[src/rtl/imm_gen_pipe.sv]
// RV immediate generator: decodes one instruction per cycle into a sign-extended
// immediate and format code, buffered in a 2-entry skid FIFO with an illegal counter.
module imm_gen_pipe #(
  parameter int XLEN  = 64,
  parameter int CNT_W = 8
) (
  input  logic             clk,
  input  logic             reset_n,
  input  logic             in_valid,
  output logic             in_ready,
  input  logic [31:0]      INSTR,
  output logic             out_valid,
  input  logic             out_ready,
  output logic [XLEN-1:0]  IMM,
  output logic [2:0]       FMT,
  output logic             ILLEGAL,
  output logic [CNT_W-1:0] ILL_CNT
);

  localparam logic [2:0] FMT_R     = 3'd0;
  localparam logic [2:0] FMT_I     = 3'd1;
  localparam logic [2:0] FMT_S     = 3'd2;
  localparam logic [2:0] FMT_B     = 3'd3;
  localparam logic [2:0] FMT_U     = 3'd4;
  localparam logic [2:0] FMT_J     = 3'd5;
  localparam logic [2:0] FMT_SHAMT = 3'd6;
  localparam logic [2:0] FMT_ILL   = 3'd7;

  function automatic logic [XLEN-1:0] sext32(input logic signed [31:0] v);
    return XLEN'(v);
  endfunction

  function automatic logic [CNT_W-1:0] sat_inc(input logic [CNT_W-1:0] v);
    return (&v) ? v : v + CNT_W'(1);
  endfunction

  logic [6:0]      opcode;
  logic [2:0]      funct3;
  logic [XLEN-1:0] imm_p0;
  logic [2:0]      fmt_p0;

  assign opcode = INSTR[6:0];
  assign funct3 = INSTR[14:12];

  // ---- stage p0: combinational decode of the incoming word ----
  always_comb begin
    imm_p0 = '0;
    fmt_p0 = FMT_ILL;
    case (opcode)
      7'b0010011: begin
        if (funct3 == 3'b001 || funct3 == 3'b101) begin
          fmt_p0 = FMT_SHAMT;
          if (XLEN == 64) imm_p0 = XLEN'({26'd0, INSTR[25:20]});
          else            imm_p0 = XLEN'({27'd0, INSTR[24:20]});
        end else begin
          fmt_p0 = FMT_I;
          imm_p0 = sext32({{20{INSTR[31]}}, INSTR[31:20]});
        end
      end
      7'b0000011, 7'b1100111, 7'b1110011: begin
        fmt_p0 = FMT_I;
        imm_p0 = sext32({{20{INSTR[31]}}, INSTR[31:20]});
      end
      7'b0100011: begin
        fmt_p0 = FMT_S;
        imm_p0 = sext32({{20{INSTR[31]}}, INSTR[31:25], INSTR[11:7]});
      end
      7'b1100011: begin
        fmt_p0 = FMT_B;
        imm_p0 = sext32({{19{INSTR[31]}}, INSTR[31], INSTR[7], INSTR[30:25],
                         INSTR[11:8], 1'b0});
      end
      7'b0110111, 7'b0010111: begin
        fmt_p0 = FMT_U;
        imm_p0 = sext32({INSTR[31:12], 12'b0});
      end
      7'b1101111: begin
        fmt_p0 = FMT_J;
        imm_p0 = sext32({{11{INSTR[31]}}, INSTR[31], INSTR[19:12], INSTR[20],
                         INSTR[30:21], 1'b0});
      end
      7'b0110011, 7'b0111011: begin
        fmt_p0 = FMT_R;
        imm_p0 = '0;
      end
      default: begin
        fmt_p0 = FMT_ILL;
        imm_p0 = '0;
      end
    endcase
  end

  logic [XLEN-1:0]  imm_p1 [2];
  logic [2:0]       fmt_p1 [2];
  logic             wr_ptr;
  logic             rd_ptr;
  logic [1:0]       occ;
  logic             vld_p1;
  logic             push;
  logic             pop;
  logic [CNT_W-1:0] ill_cnt;

  // in_ready depends only on registered occupancy, never on out_ready
  assign in_ready = (occ != 2'd2);
  assign vld_p1   = (occ != 2'd0);
  assign push     = in_valid & in_ready;
  assign pop      = vld_p1 & out_ready;

  // ---- stage p1: 2-entry skid buffer ----
  always_ff @(posedge clk or negedge reset_n) begin
    if (!reset_n) begin
      occ     <= 2'd0;
      wr_ptr  <= 1'b0;
      rd_ptr  <= 1'b0;
      ill_cnt <= '0;
    end else begin
      occ <= occ + 2'(push) - 2'(pop);
      if (push) wr_ptr <= ~wr_ptr;
      if (pop)  rd_ptr <= ~rd_ptr;
      if (push && fmt_p0 == FMT_ILL) ill_cnt <= sat_inc(ill_cnt);
    end
  end

  always_ff @(posedge clk) begin
    if (push) begin
      imm_p1[wr_ptr] <= imm_p0;
      fmt_p1[wr_ptr] <= fmt_p0;
    end
  end

  // Head is forced to zero while empty, so reset clears outputs without a clock.
  assign out_valid = vld_p1;
  assign IMM       = vld_p1 ? imm_p1[rd_ptr] : '0;
  assign FMT       = vld_p1 ? fmt_p1[rd_ptr] : 3'd0;
  assign ILLEGAL   = vld_p1 && (fmt_p1[rd_ptr] == FMT_ILL);
  assign ILL_CNT   = ill_cnt;

endmodule

[config.mk]
export PLATFORM = sky130hd
export DESIGN_NAME = imm_gen_pipe
export DESIGN_NICKNAME = d
export VERILOG_FILES = /design/src/rtl/imm_gen_pipe.sv
export SDC_FILE = /design/constraint.sdc
export NUM_CORES = 1
export LEC_CHECK = 0
export BUFFER_PORTS_ARGS = -buffer_cell sky130_fd_sc_hd__buf_2
export CAP_MARGIN = 20
export CORE_ASPECT_RATIO = 1.4
export CORE_MARGIN = 1.5
export CORE_UTILIZATION = 53
export DETAILED_ROUTE_END_ITERATION = 10
export PLACE_DENSITY = 0.86
export SETUP_SLACK_MARGIN = 0.15
export SYNTH_ARGS = -nofsm -noshare
export SYNTH_HDL_FRONTEND = slang
export SYNTH_SLANG_ARGS = --single-unit
[constraint.sdc]
create_clock -name clk -period 3.4 [get_ports clk]
set_input_delay 0.68 -clock clk [delete_from_list [all_inputs] [get_ports clk]]
set_output_delay 0.68 -clock clk [all_outputs]
set_load 0.05 [all_outputs]
==> results of run 1 <==
==> through the flow <==
stage	std cells	instance area, um2	util, %	setup WS (ns)	hold slack, ns
after floorplan	330	4200	-	0.193	0.384
after global placement	500	4590	59.6	0.679	0.500
after detailed placement	500	4590	59.6	0.622	0.508
after CTS	516	4780	62.0	0.732	0.191
after global routing	516	4780	62.0	0.626	0.206
final	516	4780	62.0	0.748	0.199
==> worst register-to-register path, stage by stage (launching register included) <==
cell      delay [ns]
dfrtp_1         0.40
nand2b_1        0.20
and2_1          0.20
inv_1           0.21
ha_1            0.28
inv_1           0.06
ha_1            0.14
xnor2_1         0.13
xnor2_1         0.13
==> routing by layer <==
| layer | vias to the layer above | global-route usage (%) | routed length, um |
|---|---|---|---|
| li1 | 1341 | - | - |
| met1 | 1367 | 23.9 | 3300 |
| met2 | 137 | 33.2 | 4200 |
| met3 | 11 | 4.05 | 507 |
| met4 | 0 | 8.42 | 138 |
| met5 | - | 0 | 0 |
==> final timing paths <==
| check | end | cells past startpoint |
|---|---|---|
| worst min register to register | occ[1] | 1 |
| worst min-delay path | ILL_CNT[6] | 1 |
| worst max-delay path | ILLEGAL | 4 |
| worst max register to register | occ[1] | 8 |
| min in group clk | occ[1] | 1 |
| max in group asynchronous | rd_ptr | 1 |
==> layout make-up <==
cell class                 instances  area (um2)
clock inverter                     5        53.8
inverter                           3        11.3
multi-input combinational        196        1440
tap                              100         125
timing repair buffer             119         611
sequential                        82        2400
clock buffer                      11         131
fill                             620        2930
==> cells by family after synthesis <==
kind of cell / Yosys count / share of synthesized area, %
AND/OR/NAND/NOR: 94 / 12.0
flip-flops: 82 / 57.2
buffers and inverters: 52 / 8.81
AO/OA/AOI/OAI: 51 / 9.77
multiplexers: 39 / 9.47
XOR/XNOR: 9 / 1.88
adder cells (fa/ha/maj): 3 / 0.893
==> registers in the layout (all words and copies together) (netlist names) <==
signal	count
rd_ptr	1
fmt_p1	6
imm_p1	64
wr_ptr	1
occ	2
ILL_CNT	8
==> cells in the mapped netlist, types with 4 or more instances <==
master | number | area [um2]
dfrtp_1 | 12 | 300
and2_1 | 4 | 25.0
a21oi_1 | 5 | 25.0
nor2b_1 | 9 | 56.3
xnor2_1 | 7 | 61.3
a21o_1 | 19 | 143
nand4_1 | 4 | 25.0
a22o_1 | 4 | 35.0
and3_1 | 6 | 37.5
mux2i_1 | 36 | 360
o21ai_0 | 5 | 25.0
buf_4 | 36 | 270
clkbuf_1 | 6 | 22.5
nand2_1 | 6 | 22.5
edfxtp_1 | 70 | 2100
nor2_1 | 43 | 161
buf_6 | 5 | 56.3
==> layout by cell type, fill, tap and decap left out, types with 2 or more instances in the layout <==
master	Yosys	final
a21o_1	19	19
a21oi_1	5	5
a22o_1	4	4
a311o_1	2	2
a31oi_1	3	3
and2_1	4	4
and2b_1	2	2
and3_1	6	6
and4b_1	3	3
buf_2	2	113
buf_4	36	6
clkbuf_1	6	2
clkbuf_8	0	9
clkinv_1	0	2
dfrtp_1	12	11
edfxtp_1	70	70
ha_1	3	3
inv_1	3	3
mux2i_1	36	36
nand2_1	6	6
nand2b_1	3	3
nand3_1	3	3
nand4_1	4	4
nor2_1	43	40
nor2_2	0	2
nor2_4	1	2
nor2b_1	9	9
nor3_1	3	3
o21ai_0	5	5
o31ai_1	2	2
xnor2_1	7	7
xor2_1	2	2
==> summary.md, run 1 <==
| Metric | Value |
|---|---|
| Status | `finished clean` |
| Crit path buf inv count | `2` |
| Initial antenna violation count | `0` |
| CTS tree | `yes` |
| Netlist cell types | `51` |
| # Post-CTS Setup Buffers | `0` |
| Final routed DRC violation total | `0` |
| DR iter-0 viols | `266` |
| Delay-heaviest family, CP | `buffers and inverters` |
| First-pass GRT wire length | `12.3 mm` |
| Cell Area, Synth | `0.00420 mm2` |
| Worst-path cell chain | `buf_4 -> mux2i_1 -> nor3_1 -> buf_2` |
| Vias in the first global route | `2542` |
| Routed WL per cell | `15.8 um` |
| Cells after synthesis | `330` |
| N_diodes | `0` |
| Rows | `38` |
| Slew HR | `35.1%` |
| Drt first pass iters | `5` |
| Final hold viol count | `0` |
| # port buffers | `113` |
| CP endpoint kind | `primary output` |
| Slowest CP cell | `buf_4` |
| Die height | `108 um` |
| CTS Root Cell | `clkbuf_8` |
| Setup crit start kind | `register` |
| RSZ-0062 raised after global routing | `false` |
| Global route overflow | `0` |
| H-tree levels | `3` |
| Post-synth EDFFs | `70` |
| Worst reg2reg setup slack | `1.58 ns` |
| Ys Warns | `0` |
| Final Max Slew Viols | `0` |
| Die W | `78.3 um` |
| ANT nets after route | `0` |
| Deepest clock path buffer count | `2` |
| Fmax | `377 MHz` |
| Die area | `0.00848 mm2` |
| Initial Utilization | `54.5%` |
| Crit Path Max Fanout | `37` |
| Routability Congestion | `0.866` |
| Vias | `2856` |
| Synth async-reset ratio | `14.6%` |
| Final setup TNS | `0 ns` |
| CTS sink count | `82` |
| Top FF cell, synth | `edfxtp_1` |
| Least-Margin Pin Slew | `0.974 ns` |
| Worst Path Required | `2.72 ns` |
| Global-route usage over all layers | `19.4%` |
| Final setup fails | `0` |
| Crit. Startpoint | `rd_ptr` |
| Crit path kind | `reg2out` |
| Clk_skew | `0.00859 ns` |
| Post-cts sizing count | `0` |
| Hpwl dp | `5.74 mm` |
| Tcrit/Tclk final | `78.0%` |
| Via density | `5.53` |
| Synth Register Bits | `82` |
| Max-cap violations | `0` |
| Avg Inst Size Synth | `12.7 um2` |
| Syn-to-layout area delta | `13.7%` |
| Hold crit path type | `in2async` |
| Post-layout min period | `2.65 ns` |
| Largest net degree at the start of global routing | `38` |
| CTS clk-pin slew, worst paths | `0.07 ns` |
| Skew-Pair Late Insertion Delay | `0.34 ns` |
| Drt total wl | `8.14 mm` |
| Syn_nets | `369` |
| NumNets Final | `450` |
| CTS Buf Count | `9` |
| Core area | `0.00770 mm2` |
| Crit-path max cell delay | `0.50 ns` |
| R2r startpoint | `occ[0]` |
| Ports | `114` |
| Cts hold-fix bufs | `0` |
| WP data arrival | `1.97 ns` |
| Sequential-to-total area share from yosys stat | `57.2%` |
| Layout cells sized above 1 | `35.3%` |
Power of run 1 is not shown: default switching activity piles up to over one toggle a cycle in this logic, so the estimate is an artifact.
==> run 2: changes to the inputs <==
Settings changed: ABC_AREA from default to 1, CORE_UTILIZATION 53 to 48, PLACE_DENSITY 0.86 to 0.81.
Clock period 3.4 ns to 2.1 ns, I/O delays scaled along.
==> run 2 against run 1 <==
Against the previous run:
- sequential share of layout area fell by 12 points
- final cell count up 28%
- critical endpoint is now IMM[48]
- wire length up 36%
==> summary.md, run 2 <==
| Metric | Value |
|---|---|
| Status | `finished clean (unchanged)` |
| Hold Path Depth | `3` |
| Placed Cells | `627 (was 500)` |
| Ys Warns | `0 (unchanged)` |
| Drt first pass iters | `5 (unchanged)` |
| Fin util | `71.2% (was 62.0%)` |
| Vias | `3518 (was 2856)` |
| Sequential-to-total area share from yosys stat | `54.7% (was 57.2%)` |
| Initial Utilization | `49.2% (was 54.5%)` |
| Most common cell after layout, fill and taps aside | `nand2_1 (was buf_2)` |
| Layout fillers | `622 (was 620)` |
| Global-route usage over all layers | `21.6% (was 19.4%)` |
| N_diodes | `0 (unchanged)` |
| Skew-Pair Late Insertion Delay | `0.33 ns (was 0.34 ns)` |
| CTS Root Cell | `clkbuf_16 (was clkbuf_8)` |
| Crit Path Max Fanout | `8 (was 37)` |
| Hold_sp | `INSTR[19]` |
| Commonest cells post-synth | `nand2_1, edfxtp_1, a21oi_1 (was edfxtp_1, nor2_1, buf_4, mux2i_1, a21o_1)` |
| Die height | `116 um (was 108 um)` |
| Netlist cell types | `39 (was 51)` |
| Worst reg2reg setup slack | `0.39 ns (was 1.58 ns)` |
| Syn-to-layout area delta | `44.7% (was 13.7%)` |
| Deepest clock path buffer count | `2 (unchanged)` |
| Crit path kind | `reg2out (unchanged)` |
| Core area | `0.00893 mm2 (was 0.00770 mm2)` |
| Post-layout min period | `2.07 ns` |
| Global route overflow | `0 (unchanged)` |
| Hpwl dp | `7.02 mm (was 5.74 mm)` |
| Clk_skew | `0.00315 ns (was 0.00859 ns)` |
| Avg Inst Size Synth | `9.98 um2 (was 12.7 um2)` |
| Post-synth EDFFs | `70 (unchanged)` |
| Final Max Slew Viols | `0 (unchanged)` |
| Multi-input combinational cell area | `0.00171 mm2 (was 0.00144 mm2)` |
| Synth Register Bits | `82 (unchanged)` |
| Top FF cell, synth | `edfxtp_1 (unchanged)` |
| Least-Margin Pin Slew | `0.455 ns (was 0.974 ns)` |
| Routed WL per cell | `16.8 um (was 15.8 um)` |
| Cells after synthesis | `440 (was 330)` |
| Tcrit/Tclk final | `98.4%` |
| Yosys top cell area share | `47.9% (was 50.0%)` |
| Max-cap violations | `0 (unchanged)` |
| Slew HR | `69.5% (was 35.1%)` |
| Initial antenna violation count | `0 (unchanged)` |
| Setup crit start kind | `register (unchanged)` |
| Ports | `114 (unchanged)` |
| Routability Congestion | `0.866 (about the same)` |
| Syn_nets | `479 (was 369)` |
| Synth async-reset ratio | `14.6% (unchanged)` |
| Worst Reg-to-Reg Cells | `7 (was 8)` |
| DR iter-0 viols | `267 (was 266)` |
| H-tree levels | `3 (unchanged)` |
| Post-Layout Cell Count | `661 (was 516)` |
| Setup WS pre-CTS | `0.110 ns (was 0.622 ns)` |
| Crit. Startpoint | `rd_ptr (unchanged)` |
| FF/Latch Area | `0.00240 mm2 (unchanged)` |
| # port buffers | `113 (unchanged)` |
| RSZ-0062 raised after global routing | `true (was false)` |
| Via density | `5.32 (was 5.53)` |
| R2r startpoint | `occ[1] (was occ[0])` |
| Final routed DRC violation total | `0 (unchanged)` |
| Max FFs per register | `64 (unchanged)` |
| Vias in the first global route | `3320 (was 2542)` |
| Die W | `83.8 um (was 78.3 um)` |
| Final setup fails | `0 (unchanged)` |
| WP data arrival | `1.65 ns (was 1.97 ns)` |
| Hold_ws | `0.403 ns (was 0.199 ns)` |
| CTS clk-pin slew, worst paths | `0.06 ns (was 0.07 ns)` |
| CP endpoint kind | `primary output (unchanged)` |
| Layout cells sized above 1 | `45.1% (was 35.3%)` |
| First-pass GRT wire length | `16.2 mm (was 12.3 mm)` |
| Most numerous cell in the Yosys netlist | `nand2_1 (was edfxtp_1)` |
| Drt total wl | `11.1 mm (was 8.14 mm)` |
| ANT nets after route | `0 (unchanged)` |
| Final hold viol count | `0 (unchanged)` |
| Die area | `0.00974 mm2 (was 0.00848 mm2)` |
| Worst setup margin | `0.0329 ns (was 0.748 ns)` |
| Fmax | `484 MHz` |
| Most flop-heavy register | `imm_p1 (unchanged)` |
| Worst hold endpoint | `imm_p1[0][19]` |
| Largest net degree at the start of global routing | `36 (was 38)` |
| NumNets Final | `588 (was 450)` |
| Cell Area, Synth | `0.00439 mm2 (was 0.00420 mm2)` |
| Area contributors post-synth | `edfxtp_1, nand2_1, dfrtp_1, buf_4, a21oi_1 (was edfxtp_1, mux2i_1, dfrtp_1, buf_4, nor2_1)` |
| Hold crit path type | `in2reg (was in2async)` |
| Worst Path Required | `1.68 ns (was 2.72 ns)` |
| Most frequent cells in the layout | `nand2_1, edfxtp_1, buf_2 (was buf_2, edfxtp_1, nor2_1)` |
| Cell taking the most area after synthesis | `edfxtp_1 (unchanged)` |
| CTS sink count | `82 (unchanged)` |
| CTS Buf Count | `9 (unchanged)` |
| Rows | `41 (was 38)` |
| CTS tree | `yes (unchanged)` |
| End of the worst register-to-register path | `occ[1] (unchanged)` |
-- run 2: final cells by class --
class | instances | area share, %
sequential | 82 | 37.8
multi-input combinational | 269 | 26.9
timing repair buffer | 145 | 25.8
clock buffer | 13 | 4.45
inverter | 42 | 2.56
tap | 107 | 2.11
clock inverter | 3 | 0.295
-- run 2: what timing repair did --
action / 4_1_cts / 5_1_grt
hold buffers: 1 / 0
setup buffers: 11 / 2
gates resized for setup: 143 / 77
endpoints found under the hold margin: 12 / 0
gates cloned: 3 / 1
pin swaps: 1 / 3
endpoints found under the setup margin: 68 / 68
-- run 2: worst max-delay path, cell delays in order, from the launching register on --
cell and delay, ns:
dfrtp_2 0.46, clkinv_4 0.10, nand2_4 0.06, a21oi_4 0.23
buf_12 0.15, clkbuf_16 0.16, buf_8 0.15
-- run 2: worst max path at each step --
stage                          endpoint  slack [ns]  depth (start not counted)
final                           IMM[48]        0.03                          6
after global routing             IMM[3]       -0.02                          5
after CTS                       IMM[57]        0.06                          6
after detailed placement  imm_p1[0][23]        0.11                          8
after global placement    imm_p1[0][23]        0.22                          8
after floorplan                 IMM[32]       -0.37                          6
-- run 2: cells by family after synthesis --
group | after synthesis | share of synthesized area [%]
xor+xnor | 5 | 0.998
fa+ha+maj | 3 | 0.855
simple gates | 205 | 23.2
buf+inv | 89 | 10.9
mux | 2 | 0.456
flops | 82 | 54.7
compound gates | 54 | 8.83
-- run 2: metrics by stage --
stage | area (um2) | TNS, ns
5_1_grt | 6350 | -0.163
6_report | 6350 | 0
3_3_place_gp | 5050 | 0
2_1_floorplan | 4660 | -11.78
4_1_cts | 6030 | 0
3_5_place_dp | 5050 | 0
-- run 2: layer usage --
metal / wire, um / GRT usage (%)
met2: 6270 / 40.1
met5: 0 / 0
met1: 4010 / 24.5
met4: 253 / 8.96
met3: 561 / 4.03
Power of run 2 is left out for the same reason.
